--- src/rtl/ce_pkg.sv ---
`default_nettype none
// ============================================================================
//  Module      : ce_pkg
//  Description : Shared constants, error codes, frame-builder state encoding
//                and the frame-length legality helper for the CE framer.
//  Revision    : 1.0  initial release
// ============================================================================
package ce_pkg;

    localparam int FFTPTS_W   = 12;
    localparam int FFTPTS_MIN = 64;
    localparam int FFTPTS_MAX = 2048;

    localparam logic [1:0] ERR_OK  = 2'b00;
    localparam logic [1:0] ERR_LEN = 2'b01;

    // Frame-builder states; GAP is only reachable when the gap feature is built in
    typedef enum logic [1:0] {
        IDLE  = 2'd0,
        FRAME = 2'd1,
        GAP   = 2'd2
    } state_t;

    // Only the FFT sizes the CE chain supports are accepted
    function automatic logic len_is_legal(input logic [FFTPTS_W-1:0] len);
        logic ok;
        case (len)
            12'd64, 12'd128, 12'd256, 12'd512, 12'd1024, 12'd2048: ok = 1'b1;
            default:                                               ok = 1'b0;
        endcase
        return ok;
    endfunction

endpackage
`default_nettype wire

--- src/rtl/ce_skid_buf.sv ---
`default_nettype none
// ============================================================================
//  Module      : ce_skid_buf
//  Description : Two-entry valid/ready skid buffer. The head entry drives the
//                output directly, so a beat pushed into an empty buffer is
//                visible right after the accepting edge. Ready is registered.
//  Revision    : 1.0  initial release
// ============================================================================
module ce_skid_buf #(
    parameter int               WIDTH   = 8,
    parameter logic [WIDTH-1:0] RST_VAL = '0
) (
    input  logic             clk,
    input  logic             rst_async,
    input  logic             i_s_valid,
    output logic             o_s_ready,
    input  logic [WIDTH-1:0] i_s_data,
    output logic             o_m_valid,
    input  logic             i_m_ready,
    output logic [WIDTH-1:0] o_m_data
);

    logic [WIDTH-1:0] r_mem [2];
    logic             r_wr_ptr;
    logic             r_rd_ptr;
    logic [1:0]       r_count;
    logic             r_ready;

    logic             w_push;
    logic             w_pop;
    logic [1:0]       w_count_nxt;

    assign w_push      = i_s_valid && r_ready;
    assign w_pop       = (r_count != 2'd0) && i_m_ready;
    assign w_count_nxt = r_count + {1'b0, w_push} - {1'b0, w_pop};

    // Storage, pointers and occupancy; ready looks ahead at next occupancy
    always_ff @(posedge clk or posedge rst_async) begin
        if (rst_async) begin
            r_mem[0] <= RST_VAL;
            r_mem[1] <= RST_VAL;
            r_wr_ptr <= 1'b0;
            r_rd_ptr <= 1'b0;
            r_count  <= 2'd0;
            r_ready  <= 1'b0;
        end else begin
            if (w_push) begin
                r_mem[r_wr_ptr] <= i_s_data;
                r_wr_ptr        <= ~r_wr_ptr;
            end
            if (w_pop) begin
                r_rd_ptr <= ~r_rd_ptr;
            end
            r_count <= w_count_nxt;
            r_ready <= (w_count_nxt != 2'd2);
        end
    end

    assign o_s_ready = r_ready;
    assign o_m_valid = (r_count != 2'd0);
    assign o_m_data  = r_mem[r_rd_ptr];

endmodule
`default_nettype wire

--- src/rtl/ce_frame_tx.sv ---
`default_nettype none
// ============================================================================
//  Module      : ce_frame_tx
//  Description : Transmit framer feeding the CE chain. Cuts an unframed
//                complex sample stream into frames of fftpts_in samples,
//                tags sop/eop/error/length and buffers through a skid buffer.
//                Optional macro CE_FRAME_GAP_EN inserts one input-idle cycle
//                after each frame.
//  Revision    : 1.0  initial release
// ============================================================================
module ce_frame_tx
    import ce_pkg::*;
#(
    parameter int wData = 16,
    parameter int wCnt  = 16
) (
    input  logic                clk,
    input  logic                rst_async,
    input  logic                in_valid,
    output logic                in_ready,
    input  logic [wData-1:0]    in_real,
    input  logic [wData-1:0]    in_imag,
    input  logic [FFTPTS_W-1:0] fftpts_in,
    output logic                source_valid,
    input  logic                source_ready,
    output logic [1:0]          source_error,
    output logic                source_sop,
    output logic                source_eop,
    output logic [wData-1:0]    source_real,
    output logic [wData-1:0]    source_imag,
    output logic [FFTPTS_W-1:0] fftpts_out,
    output logic [wCnt-1:0]     frame_cnt
);

    // Beat layout: {real, imag, sop, eop, error[1:0], len}
    localparam int                  c_BEAT_W   = 2 * wData + 4 + FFTPTS_W;
    localparam logic [c_BEAT_W-1:0] c_BEAT_RST = c_BEAT_W'(FFTPTS_MIN);

    state_t              r_state;
    logic [FFTPTS_W-1:0] r_len;
    logic [FFTPTS_W-1:0] r_idx;
    logic [1:0]          r_err;
    logic [wCnt-1:0]     r_frame_cnt;

    state_t              w_state_nxt;
    logic [FFTPTS_W-1:0] w_len_nxt;
    logic [FFTPTS_W-1:0] w_idx_nxt;
    logic [1:0]          w_err_nxt;
    logic                w_len_legal;
    logic                w_beat_sop;
    logic                w_beat_eop;
    logic [1:0]          w_beat_err;
    logic [FFTPTS_W-1:0] w_beat_len;

    logic                w_skid_ready;
    logic                w_acc;
    logic                w_m_valid;
    logic [c_BEAT_W-1:0] w_m_data;

`ifdef CE_FRAME_GAP_EN
    assign in_ready = w_skid_ready && (r_state != GAP);
`else
    assign in_ready = w_skid_ready;
`endif

    assign w_acc = in_valid && in_ready;

    // Frame-builder state register
    always_ff @(posedge clk or posedge rst_async) begin
        if (rst_async) begin
            r_state <= IDLE;
            r_len   <= FFTPTS_W'(FFTPTS_MIN);
            r_idx   <= '0;
            r_err   <= ERR_OK;
        end else begin
            r_state <= w_state_nxt;
            r_len   <= w_len_nxt;
            r_idx   <= w_idx_nxt;
            r_err   <= w_err_nxt;
        end
    end

    // Next-state logic and per-beat tag generation
    always_comb begin
        w_state_nxt = r_state;
        w_len_nxt   = r_len;
        w_idx_nxt   = r_idx;
        w_err_nxt   = r_err;
        w_beat_sop  = 1'b0;
        w_beat_eop  = 1'b0;
        w_beat_err  = r_err;
        w_beat_len  = r_len;
        w_len_legal = len_is_legal(fftpts_in);
        case (r_state)
            IDLE: begin
                // Length is only sampled here, so mid-frame changes are ignored
                w_beat_sop = 1'b1;
                w_beat_len = w_len_legal ? fftpts_in : FFTPTS_W'(FFTPTS_MIN);
                w_beat_err = w_len_legal ? ERR_OK : ERR_LEN;
                if (w_acc) begin
                    w_len_nxt   = w_beat_len;
                    w_err_nxt   = w_beat_err;
                    w_idx_nxt   = 12'd1;
                    w_state_nxt = FRAME;
                end
            end
            FRAME: begin
                w_beat_eop = (r_idx == r_len - 12'd1);
                if (w_acc) begin
                    if (w_beat_eop) begin
                        w_idx_nxt = '0;
`ifdef CE_FRAME_GAP_EN
                        w_state_nxt = GAP;
`else
                        w_state_nxt = IDLE;
`endif
                    end else begin
                        w_idx_nxt = r_idx + 12'd1;
                    end
                end
            end
            GAP: begin
                w_state_nxt = IDLE;
            end
            default: begin
                w_state_nxt = IDLE;
            end
        endcase
    end

    ce_skid_buf #(
        .WIDTH   (c_BEAT_W),
        .RST_VAL (c_BEAT_RST)
    ) u_skid (
        .clk       (clk),
        .rst_async (rst_async),
        .i_s_valid (w_acc),
        .o_s_ready (w_skid_ready),
        .i_s_data  ({in_real, in_imag, w_beat_sop, w_beat_eop, w_beat_err, w_beat_len}),
        .o_m_valid (w_m_valid),
        .i_m_ready (source_ready),
        .o_m_data  (w_m_data)
    );

    assign source_valid = w_m_valid;
    assign {source_real, source_imag, source_sop, source_eop, source_error, fftpts_out} = w_m_data;

    // Completed-frame counter, advanced on each output eop handshake
    always_ff @(posedge clk or posedge rst_async) begin
        if (rst_async) begin
            r_frame_cnt <= '0;
        end else if (w_m_valid && source_ready && source_eop) begin
            r_frame_cnt <= r_frame_cnt + wCnt'(1);
        end
    end

    assign frame_cnt = r_frame_cnt;

endmodule
`default_nettype wire

--- config.mk ---
export PLATFORM = sky130hd
export DESIGN_NAME = ce_frame_tx
export DESIGN_NICKNAME = d
export VERILOG_FILES = /design/src/rtl/ce_pkg.sv /design/src/rtl/ce_skid_buf.sv /design/src/rtl/ce_frame_tx.sv
export SDC_FILE = /design/constraint.sdc
export NUM_CORES = 1
export LEC_CHECK = 0
export ABC_CLOCK_PERIOD_IN_PS = 7200
export CORE_AREA = 4 4 114 116
export DETAILED_ROUTE_END_ITERATION = 16
export DIE_AREA = 0 0 118 120
export GPL_TIMING_DRIVEN = 0
export PLACE_DENSITY_LB_ADDON = 0.12
export SLEW_MARGIN = 20
export SYNTH_ARGS = -nofsm -noshare
export SYNTH_HDL_FRONTEND = slang
export SYNTH_SLANG_ARGS = --single-unit
export TNS_END_PERCENT = 10
--- constraint.sdc ---
create_clock -name clk -period 7.2 [get_ports clk]
set_input_delay 0.72 -clock clk [delete_from_list [all_inputs] [get_ports clk]]
set_output_delay 0.72 -clock clk [all_outputs]
set_load 0.01 [all_outputs]
==> impl_metrics.yaml, run 1 <==
placement:
  port-buffer-count: 112
  dp_worst_setup_slack_ns: 4.175
  finalWeightedCongestion: 0.8492
  hpwl_after_detailed_placement_um: 11320
  post-place-cells: 986
sta:
  clock_skew_after_layout_ns: 0.005136
  max_freq_mhz: 291.6
  drv_slew: 0
  worst_slack_ns: 3.771
  layout_min_cycle_time_ns: 3.429
  setup_viol: 0
  slew_headroom_pct: 54.34
  unrepaired_setup_endpoints_after_global_routing: "false"
  timing.setup.tns_ns: 0
  hold_viol_final: 0
  worst-slew-pin-transition_ns: 0.6849
  fin_crit_sh_pct: 47.63
clock_tree:
  clk_latency_ns: 0.42
  clk_path_buf_depth: 2
  post_cts_buffers: 0
  tritoncts_clock_tree: "yes"
  ctsHtreeMaxLevel: 4
  clk_root_buffer_cell: "sky130_fd_sc_hd__clkbuf_16"
  cts-buffers-inserted: 17
  cts_repair_resize_count: 0
  clock_sink_count: 141
  cts_hold_buf: 0
  cts.clk_slew.worst_paths_ns: 0.06
floorplanning:
  core_region_area_um2: 11910
  die_height_um: 120
  ioPinCount: 114
  fp-row-count: 40
  initial_utilization_pct: 56.38
  full_die_area_um2: 14160
  die_width_um: 118
setup_path:
  kind_of_cell_with_the_highest_combined_delay_on_the_critical_path: "buffers and inverters"
  crit_path_cell_trace: "clkbuf_1 > clkbuf_1 > mux2_2 > clkdlybuf4s50_1"
  critPathMostFrequentCell: "sky130_fd_sc_hd__clkbuf_1"
  crit_path_max_fanout: 10
  timing.rr.end: "r_idx[2]"
  reg2reg_from: "r_len[6]"
  critical_path_class: "flop to primary output"
  worstSetupEndpointType: "primary output"
  path_buf_inv: 3
  ff2ff_setup_slack_ns: 4.62
  cp_slowest_stage_delay_ns: 0.56
  crit_required_ns: 6.48
  worst_setup_path_start_kind: "flop"
  reg2regPathDepth: 7
  critPathArrivalTime_ns: 2.71
  critical_path.slowest_cell: "sky130_fd_sc_hd__clkbuf_1"
layout:
  area_of_the_multi_input_gates_um2: 2984
  antenna_cells_inserted: 0
  post_layout_nonfiller_instances: 1018
  num-nets-final: 911
  regArea_um2: 3532
  num-fill-cells: 899
  drive_above_1_share_pct: 11.25
  area_growth_syn_to_layout_pct: 29.12
synthesis:
  ys_types: 46
  synth_cells: 726
  ys_flop_type: "sky130_fd_sc_hd__dfrtp_1"
  share_of_synthesized_area_occupied_by_flip_flops_and_latches_pct: 52.60
  synth_async_sr_flop_share_pct: 100.0
  yosysWarnings: 0
  synthesis.area_um2: 6715
  ys_ff_latch: 141
  syn_area_cell_um2: 9.250
  syn-num-nets: 779
  synth-edff-count: 0
grt:
  grt_ovf: 0
  first_global_vias: 5505
  grt_max_degree: 98
  grt_antenna_before_repair: 0
  grt_util_all_layers_pct: 23.63
  first_pass_grt_wire_length_um: 27040
detailed_routing:
  drt-initial-drc-count: 438
  drt-vias-per-instance: 5.434
  drt-pass1-iter-count: 5
  num_vias: 5532
  totalWireLength_um: 15970
  detail_route.drc_violations: 0
  ant_nets: 0
  detail_route.wl_per_cell_um: 15.69
power_and_ir_drop:
  fin_total_pwr_mw: 3.378
  leakage_nw: 4.000
  ratio_of_total_power_to_cell_area_nw_per_um2: 389.6
  irDropWorstVdd_v: 0.0002571
min_path:
  worst_hold_startpoint: "frame_cnt[15]"
  hold_path_depth: 1
  holdPathEnd: "frame_cnt[15]"
  worst_hold_class: "flop to flop"
status:
  result_of_the_run: "complete, no violations"
flow_run:
  drv_cap: 0
==> logic make-up (layout without fill, tap and decap cells) <==
family | after synthesis | in the layout | share of synthesized area [%]
other cells | 1 | 1 | 0.05584
fa+ha+maj | 5 | 5 | 0.9316
simple gates | 368 | 368 | 23.70
buf+inv | 50 | 195 | 2.963
compound gates | 75 | 75 | 6.596
xor+xnor | 32 | 32 | 4.174
flops | 141 | 141 | 52.60
mux | 54 | 54 | 8.981
==> worst register-to-register path, delay by kind of cell (launching register included) <==
family / cells / cell delay, ns
AOI/OAI and AO/OA: 2 / 0.42
buffers and inverters: 1 / 0.12
DFF: 1 / 0.36
and+or+nand+nor: 4 / 1.54
==> sequential cells by signal, summed over array words and instances, names as in the netlist <==
signal,flops
r_idx,12
frame_cnt,16
u_skid.r_mem,94
u_skid.r_rd_ptr,1
u_skid.o_s_ready,1
u_skid.r_count,2
r_state,1
u_skid.r_wr_ptr,1
r_err,1
r_len,12
==> through the flow <==
step	util, %	hold slack [ns]	cell area (µm²)
after floorplan	-	0.4401	6715
after global placement	67.33	0.4511	8020
after detailed placement	67.63	0.4570	8055
after CTS	72.79	0.4720	8671
after global routing	72.79	0.4950	8671
final	72.79	0.4671	8671
==> routing by layer <==
layer  vias up  wire (µm)  global-route usage [%]
li1       2667          -                       -
met1      2671       7174                   31.66
met2       170       7671                   38.12
met3        24        880                   6.032
met4         0        242                   7.253
met5         -          0                       0
==> cell type report <==
type | instances | share of cell area [%]
Sequential cell | 141 | 40.74
Multi-Input combinational cell | 535 | 34.42
Timing Repair Buffer | 113 | 13.25
Clock buffer | 19 | 5.224
Tap cell | 147 | 2.121
Clock inverter | 13 | 1.876
Buffer | 38 | 1.775
Inverter | 12 | 0.6061
==> worst max path at each step <==
stage | startpoint | to | slack, ns | depth (start not counted)
2_1_floorplan | rst_async | frame_cnt[0] | 2.70 | 1
3_3_place_gp | rst_async | r_idx[7] | 1.02 | 2
3_5_place_dp | u_skid.r_rd_ptr | fftpts_out[6] | 4.18 | 4
4_1_cts | u_skid.r_rd_ptr | fftpts_out[10] | 3.72 | 4
5_1_grt | u_skid.r_rd_ptr | fftpts_out[10] | 3.65 | 4
6_report | u_skid.r_rd_ptr | source_sop | 3.77 | 4
==> cells in the final DEF, fill, tap and decap left out, types with 15 or more instances in the layout <==
| cell | count |
|---|---|
| sky130_fd_sc_hd__o21ai_0 | 40 |
| sky130_fd_sc_hd__xnor2_1 | 23 |
| sky130_fd_sc_hd__nand3_1 | 20 |
| sky130_fd_sc_hd__clkdlybuf4s50_1 | 112 |
| sky130_fd_sc_hd__mux2_2 | 50 |
| sky130_fd_sc_hd__clkbuf_1 | 35 |
| sky130_fd_sc_hd__nand2_1 | 248 |
| sky130_fd_sc_hd__nor2_1 | 37 |
| sky130_fd_sc_hd__dfrtp_1 | 138 |
| sky130_fd_sc_hd__a21oi_1 | 15 |
| sky130_fd_sc_hd__nor3_1 | 15 |
| sky130_fd_sc_hd__clkbuf_16 | 17 |
==> where the power goes <==
part | internal (mW) | total (mW) | switching (mW)
logic | 0.656 | 1.29 | 0.636
registers | 1.05 | 1.19 | 0.141
clock network | 0.564 | 0.897 | 0.333
==> cells in the mapped netlist (all sizes together) (11+ instances only) <==
library cell,number,area share (%)
nand3,20,1.5
mux2,50,8.4
dfrtp,138,51
o21ai,40,3.0
nor2,37,2.1
xnor2,23,3.0
nand2,248,14
clkbuf,35,2.0
nor3,17,1.5
and3,11,1.0
a21oi,15,1.1
inv,12,0.67
Power figures use the tool's default switching activity.
==> inputs of run 2 (changes only) <==
ABC_CLOCK_PERIOD_IN_PS = 3300   (was 7200)
CORE_AREA = 4 4 118 120   (was 4 4 114 116)
DIE_AREA = 0 0 122 124   (was 0 0 118 120)
clock period = 3.3 ns   (was 7.2 ns; I/O delays follow)
==> impl_metrics.yaml, run 2 (same netlist as run 1, synthesis figures left out) <==
sta:
  fin_crit_sh_pct: 96.04
  max_freq_mhz: 315.5
  worst-slew-pin-transition_ns: 0.7933
  timing.setup.tns_ns: 0
  layout_min_cycle_time_ns: 3.169
  clock_skew_after_layout_ns: 0.007076
  worst_slack_ns: 0.1307
  hold_viol_final: 0
  setup_viol: 0
  drv_slew: 0
  unrepaired_setup_endpoints_after_global_routing: "false"
  slew_headroom_pct: 47.12
clock_tree:
  ctsHtreeMaxLevel: 4
  clock_sink_count: 141
  clk_latency_ns: 0.42
  tritoncts_clock_tree: "yes"
  post_cts_buffers: 0
  clk_root_buffer_cell: "sky130_fd_sc_hd__clkbuf_16"
  cts-buffers-inserted: 17
  clk_path_buf_depth: 2
  cts_hold_buf: 0
  cts_repair_resize_count: 0
  cts.clk_slew.worst_paths_ns: 0.06
detailed_routing:
  totalWireLength_um: 16770
  num_vias: 5634
  drt-vias-per-instance: 5.366
  drt-pass1-iter-count: 5
  ant_nets: 0
  drt-initial-drc-count: 520
  detail_route.wl_per_cell_um: 15.97
  detail_route.drc_violations: 0
status:
  result_of_the_run: "complete, no violations"
grt:
  grt_max_degree: 33
  first_global_vias: 5608
  grt_ovf: 0
  grt_util_all_layers_pct: 23.40
  first_pass_grt_wire_length_um: 27570
  grt_antenna_before_repair: 0
layout:
  mostFrequentLayoutCells: "sky130_fd_sc_hd__nand2_1 (248), sky130_fd_sc_hd__dfrtp_1 (138), sky130_fd_sc_hd__clkdlybuf4s50_1 (112)"
  num-nets-final: 914
  finish.utilization_pct: 67.42
  post_layout_nonfiller_instances: 1050
  area_growth_syn_to_layout_pct: 30.31
  drive_above_1_share_pct: 11.44
  layout.cells.most_common: "sky130_fd_sc_hd__nand2_1"
  register_with_the_most_flip_flops: "u_skid.r_mem"
  num-fill-cells: 1046
  largest_register_ff_count: 94
  antenna_cells_inserted: 0
setup_path:
  cp_slowest_stage_delay_ns: 0.66
  worst_setup_path_start_kind: "flop"
  kind_of_cell_with_the_highest_combined_delay_on_the_critical_path: "buffers and inverters"
  critical_path_class: "flop to primary output"
  critical_path.slowest_cell: "sky130_fd_sc_hd__clkbuf_1"
  crit_required_ns: 2.97
  ff2ff_setup_slack_ns: 0.68
  critical_path_cell_count: 4
  crit_path_max_fanout: 10
  path_buf_inv: 3
  critPathArrivalTime_ns: 2.84
  reg2regPathDepth: 7
  reg2reg_from: "r_len[6]"
  timing.rr.end: "r_idx[2]"
  crit_path_cell_trace: "clkbuf_1 > clkbuf_1 > mux2_2 > clkdlybuf4s50_1"
  critPathMostFrequentCell: "sky130_fd_sc_hd__clkbuf_1"
  worstSetupEndpointType: "primary output"
placement:
  dp_worst_setup_slack_ns: 0.6074
  port-buffer-count: 112
  finalWeightedCongestion: 0.8463
  hpwl_after_detailed_placement_um: 12010
  post-place-cells: 1018
floorplanning:
  initial_utilization_pct: 51.74
  die_width_um: 122
  fp-row-count: 42
  full_die_area_um2: 15130
  core_region_area_um2: 12980
  die_height_um: 124
  ioPinCount: 114
min_path:
  worst_hold_class: "input pin to asynchronous set/reset pin"
power_and_ir_drop:
  leakage_nw: 4.008
  ratio_of_total_power_to_cell_area_nw_per_um2: 849.4
  irDropWorstVdd_v: 0.0006463
flow_run:
  drv_cap: 0
## run 2: power by group
group / internal (mW) / switching, mW
combinational: 1.44 / 1.41
clock: 1.20 / 0.773
sequential: 2.29 / 0.320
## run 2: through the flow
| step | instance area, µm² | power (mW) | hold slack (ns) |
|---|---|---|---|
| after floorplan | 6719 | 4.171 | 0.4354 |
| after global placement | 8060 | 5.328 | 0.4515 |
| after detailed placement | 8140 | 5.473 | 0.4583 |
| after CTS | 8751 | 7.489 | 0.3450 |
| after global routing | 8751 | 7.891 | 0.3731 |
| final | 8751 | 7.433 | 0.3386 |
## run 2: layout make-up
| type | instances | area, µm² | share of cell area [%] |
|---|---|---|---|
| sequential | 141 | 3532 | 40.36 |
| clock inverter | 14 | 181.4 | 2.073 |
| timing repair buffer | 116 | 1201 | 13.73 |
| multi-input combinational | 535 | 2984 | 34.10 |
| inverter | 12 | 48.80 | 0.5576 |
| tap | 176 | 220.2 | 2.516 |
| buffer | 38 | 153.9 | 1.759 |
| clock buffer | 18 | 429.2 | 4.904 |
## run 2: worst register-to-register path: stages (launching register included)
cell and delay [ns]:
sky130_fd_sc_hd__dfstp_2 0.37, sky130_fd_sc_hd__buf_6 0.13, sky130_fd_sc_hd__or4_4 0.55, sky130_fd_sc_hd__or3_1 0.39
sky130_fd_sc_hd__a211oi_2 0.29, sky130_fd_sc_hd__o221ai_2 0.17, sky130_fd_sc_hd__nor4_4 0.46, sky130_fd_sc_hd__nor3_1 0.14
## run 2: worst max path at each step
| stage | start | to | slack (ns) |
|---|---|---|---|
| floorplan | r_len[6] | r_idx[10] | 1.0 |
| global placement | rst_async | u_skid.r_mem[66] | 0.09 |
| finish | u_skid.r_rd_ptr | fftpts_out[6] | 0.13 |
| global route | u_skid.r_rd_ptr | source_error[0] | 0.03 |
| detailed placement | u_skid.r_rd_ptr | fftpts_out[6] | 0.61 |
| CTS | u_skid.r_rd_ptr | source_error[0] | 0.1 |
## run 2: routing by layer
layer	track usage (%)	vias to the layer above	wire (µm)
met5	0	-	0
met3	5.540	30	1013
met1	31.06	2747	7286
met4	7.843	0	316
li1	-	2673	-
met2	38.12	184	8148
==> inputs of run 3 (changes only) <==
CORE_AREA = 2 2 116 118   (was 4 4 118 120)
DIE_AREA = 0 0 118 120   (was 0 0 122 124)
PLACE_DENSITY = 0.83   (was default)
PLACE_DENSITY_LB_ADDON = default   (was 0.12)
SLEW_MARGIN = 15   (was 20)
==> impl_metrics.yaml, run 3 (same netlist as run 1, synthesis figures left out) <==
sta:
  setup_viol: 0
  hold_viol_final: 0
  worst-slew-pin-transition_ns: 0.6934
  clock_skew_after_layout_ns: 0.008086
  fin_crit_sh_pct: 93.75
  layout_min_cycle_time_ns: 3.094
  drv_slew: 0
  max_freq_mhz: 323.2
  unrepaired_setup_endpoints_after_global_routing: "false"
  slew_headroom_pct: 53.77
  holdWs_ns: 0.3243
detailed_routing:
  ant_nets: 0
  num_vias: 5576
  detail_route.wl_per_cell_um: 15.12
  drt-vias-per-instance: 5.310
  drt-pass1-iter-count: 5
  totalWireLength_um: 15870
  detail_route.drc_violations: 0
  drt-initial-drc-count: 594
clock_tree:
  ctsHtreeMaxLevel: 4
  clk_path_buf_depth: 2
  clock_sink_count: 141
  cts_hold_buf: 0
  cts-buffers-inserted: 17
  clk_latency_ns: 0.42
  clk_root_buffer_cell: "sky130_fd_sc_hd__clkbuf_16"
  post_cts_buffers: 0
  cts.clk_slew.worst_paths_ns: 0.06
  tritoncts_clock_tree: "yes"
  cts_repair_resize_count: 0
floorplanning:
  full_die_area_um2: 14160
  ioPinCount: 114
  die_width_um: 118
  initial_utilization_pct: 51.74
  die_height_um: 120
  core_region_area_um2: 12980
  fp-row-count: 42
layout:
  finish.utilization_pct: 67.03
  register_with_the_most_flip_flops: "u_skid.r_mem"
  post_layout_nonfiller_instances: 1050
  area_growth_syn_to_layout_pct: 29.57
  mostFrequentLayoutCells: "sky130_fd_sc_hd__nand2_1 (248), sky130_fd_sc_hd__dfrtp_1 (138), sky130_fd_sc_hd__clkdlybuf4s50_1 (112)"
  antenna_cells_inserted: 0
  drive_above_1_share_pct: 11.33
  largest_register_ff_count: 94
  num-nets-final: 914
  layout.cells.most_common: "sky130_fd_sc_hd__nand2_1"
power_and_ir_drop:
  power.share.clock_pct: 24.8
  cell_internal_pwr_mw: 4.794
  power_frac_comb_pct: 39.1
  fin_total_pwr_mw: 7.182
  ratio_of_total_power_to_cell_area_nw_per_um2: 825.4
  seq_power_share_pct: 36.2
  power.switching_mw: 2.387
  leakage_nw: 3.999
  power_switching_share_pct: 33.24
  irDropWorstVdd_v: 0.0004566
grt:
  grt_antenna_before_repair: 0
  grt_util_all_layers_pct: 23.23
  first_pass_grt_wire_length_um: 26150
  first_global_vias: 5327
  grt_ovf: 0
  grt_max_degree: 37
setup_path:
  critPathArrivalTime_ns: 2.76
  timing.rr.end: "r_idx[2]"
  critical_path_class: "flop to primary output"
  ff2ff_setup_slack_ns: 0.72
  worst_setup_path_start_kind: "flop"
  crit_required_ns: 2.97
  reg2reg_from: "r_len[7]"
  reg2regPathDepth: 6
  worstSetupEndpointType: "primary output"
  crit_path_max_fanout: 10
placement:
  port-buffer-count: 112
  finalWeightedCongestion: 0.8457
  post-place-cells: 1018
  hpwl_after_detailed_placement_um: 11350
flow_run:
  drv_cap: 0
status:
  result_of_the_run: "complete, no violations"
min_path:
  worst_hold_class: "input pin to asynchronous set/reset pin"
## run 3: metrics by stage
step                setup slack (ns)  cell area [µm²]  setup TNS, ns
detailed placement            0.6577             8148              0
CTS                           0.1965             8701              0
global placement            -0.03749             8060         -3.996
floorplan                     0.9966             6719              0
global route                 0.09636             8701              0
finish                        0.2061             8701              0
## run 3: per-layer routing
layer	track usage [%]	vias to the layer above	part of all wire [%]
li1	-	2680	-
met1	32.16	2703	45
met2	36.95	166	48
met3	4.040	27	4.7
met4	8.660	0	2.0
met5	0	-	0
## run 3: cell type report
class | count | area (µm²)
Timing Repair Buffer | 116 | 1209
Clock buffer | 21 | 460.4
Tap cell | 176 | 220.2
Buffer | 38 | 153.9
Inverter | 12 | 48.80
Fill cell | 1040 | 4279
Clock inverter | 11 | 92.59
Sequential cell | 141 | 3532
Multi-Input combinational cell | 535 | 2984
## run 3: power by group through the flow
| stage | Sequential (mW) | Clock (mW) | Combinational [mW] |
|---|---|---|---|
| 5_1_grt | 2.66 | 1.88 | 3.08 |
| 6_report | 2.60 | 1.78 | 2.80 |
| 4_1_cts | 2.59 | 1.80 | 2.83 |
| 3_3_place_gp | 2.59 | 0 | 2.72 |
| 2_1_floorplan | 2.52 | 0 | 1.65 |
| 3_5_place_dp | 2.62 | 0 | 2.80 |
## run 3: worst max path at each step
stage | from | to | slack [ns] | cells after the start
2_1_floorplan | r_len[6] | r_idx[10] | 1.0 | 7
3_3_place_gp | rst_async | frame_cnt[6] | -0.04 | 2
3_5_place_dp | u_skid.r_rd_ptr | fftpts_out[6] | 0.66 | 4
4_1_cts | u_skid.r_rd_ptr | fftpts_out[6] | 0.20 | 4
5_1_grt | u_skid.r_rd_ptr | fftpts_out[8] | 0.1 | 4
6_report | u_skid.r_rd_ptr | fftpts_out[6] | 0.21 | 4
## run 3: worst max-delay path, cell delays in order (launching register included)
cell,delay [ns]
sky130_fd_sc_hd__dfrtp_1,0.36
sky130_fd_sc_hd__clkbuf_1,0.48
sky130_fd_sc_hd__clkbuf_1,0.57
sky130_fd_sc_hd__mux2_2,0.42
sky130_fd_sc_hd__clkdlybuf4s50_1,0.52
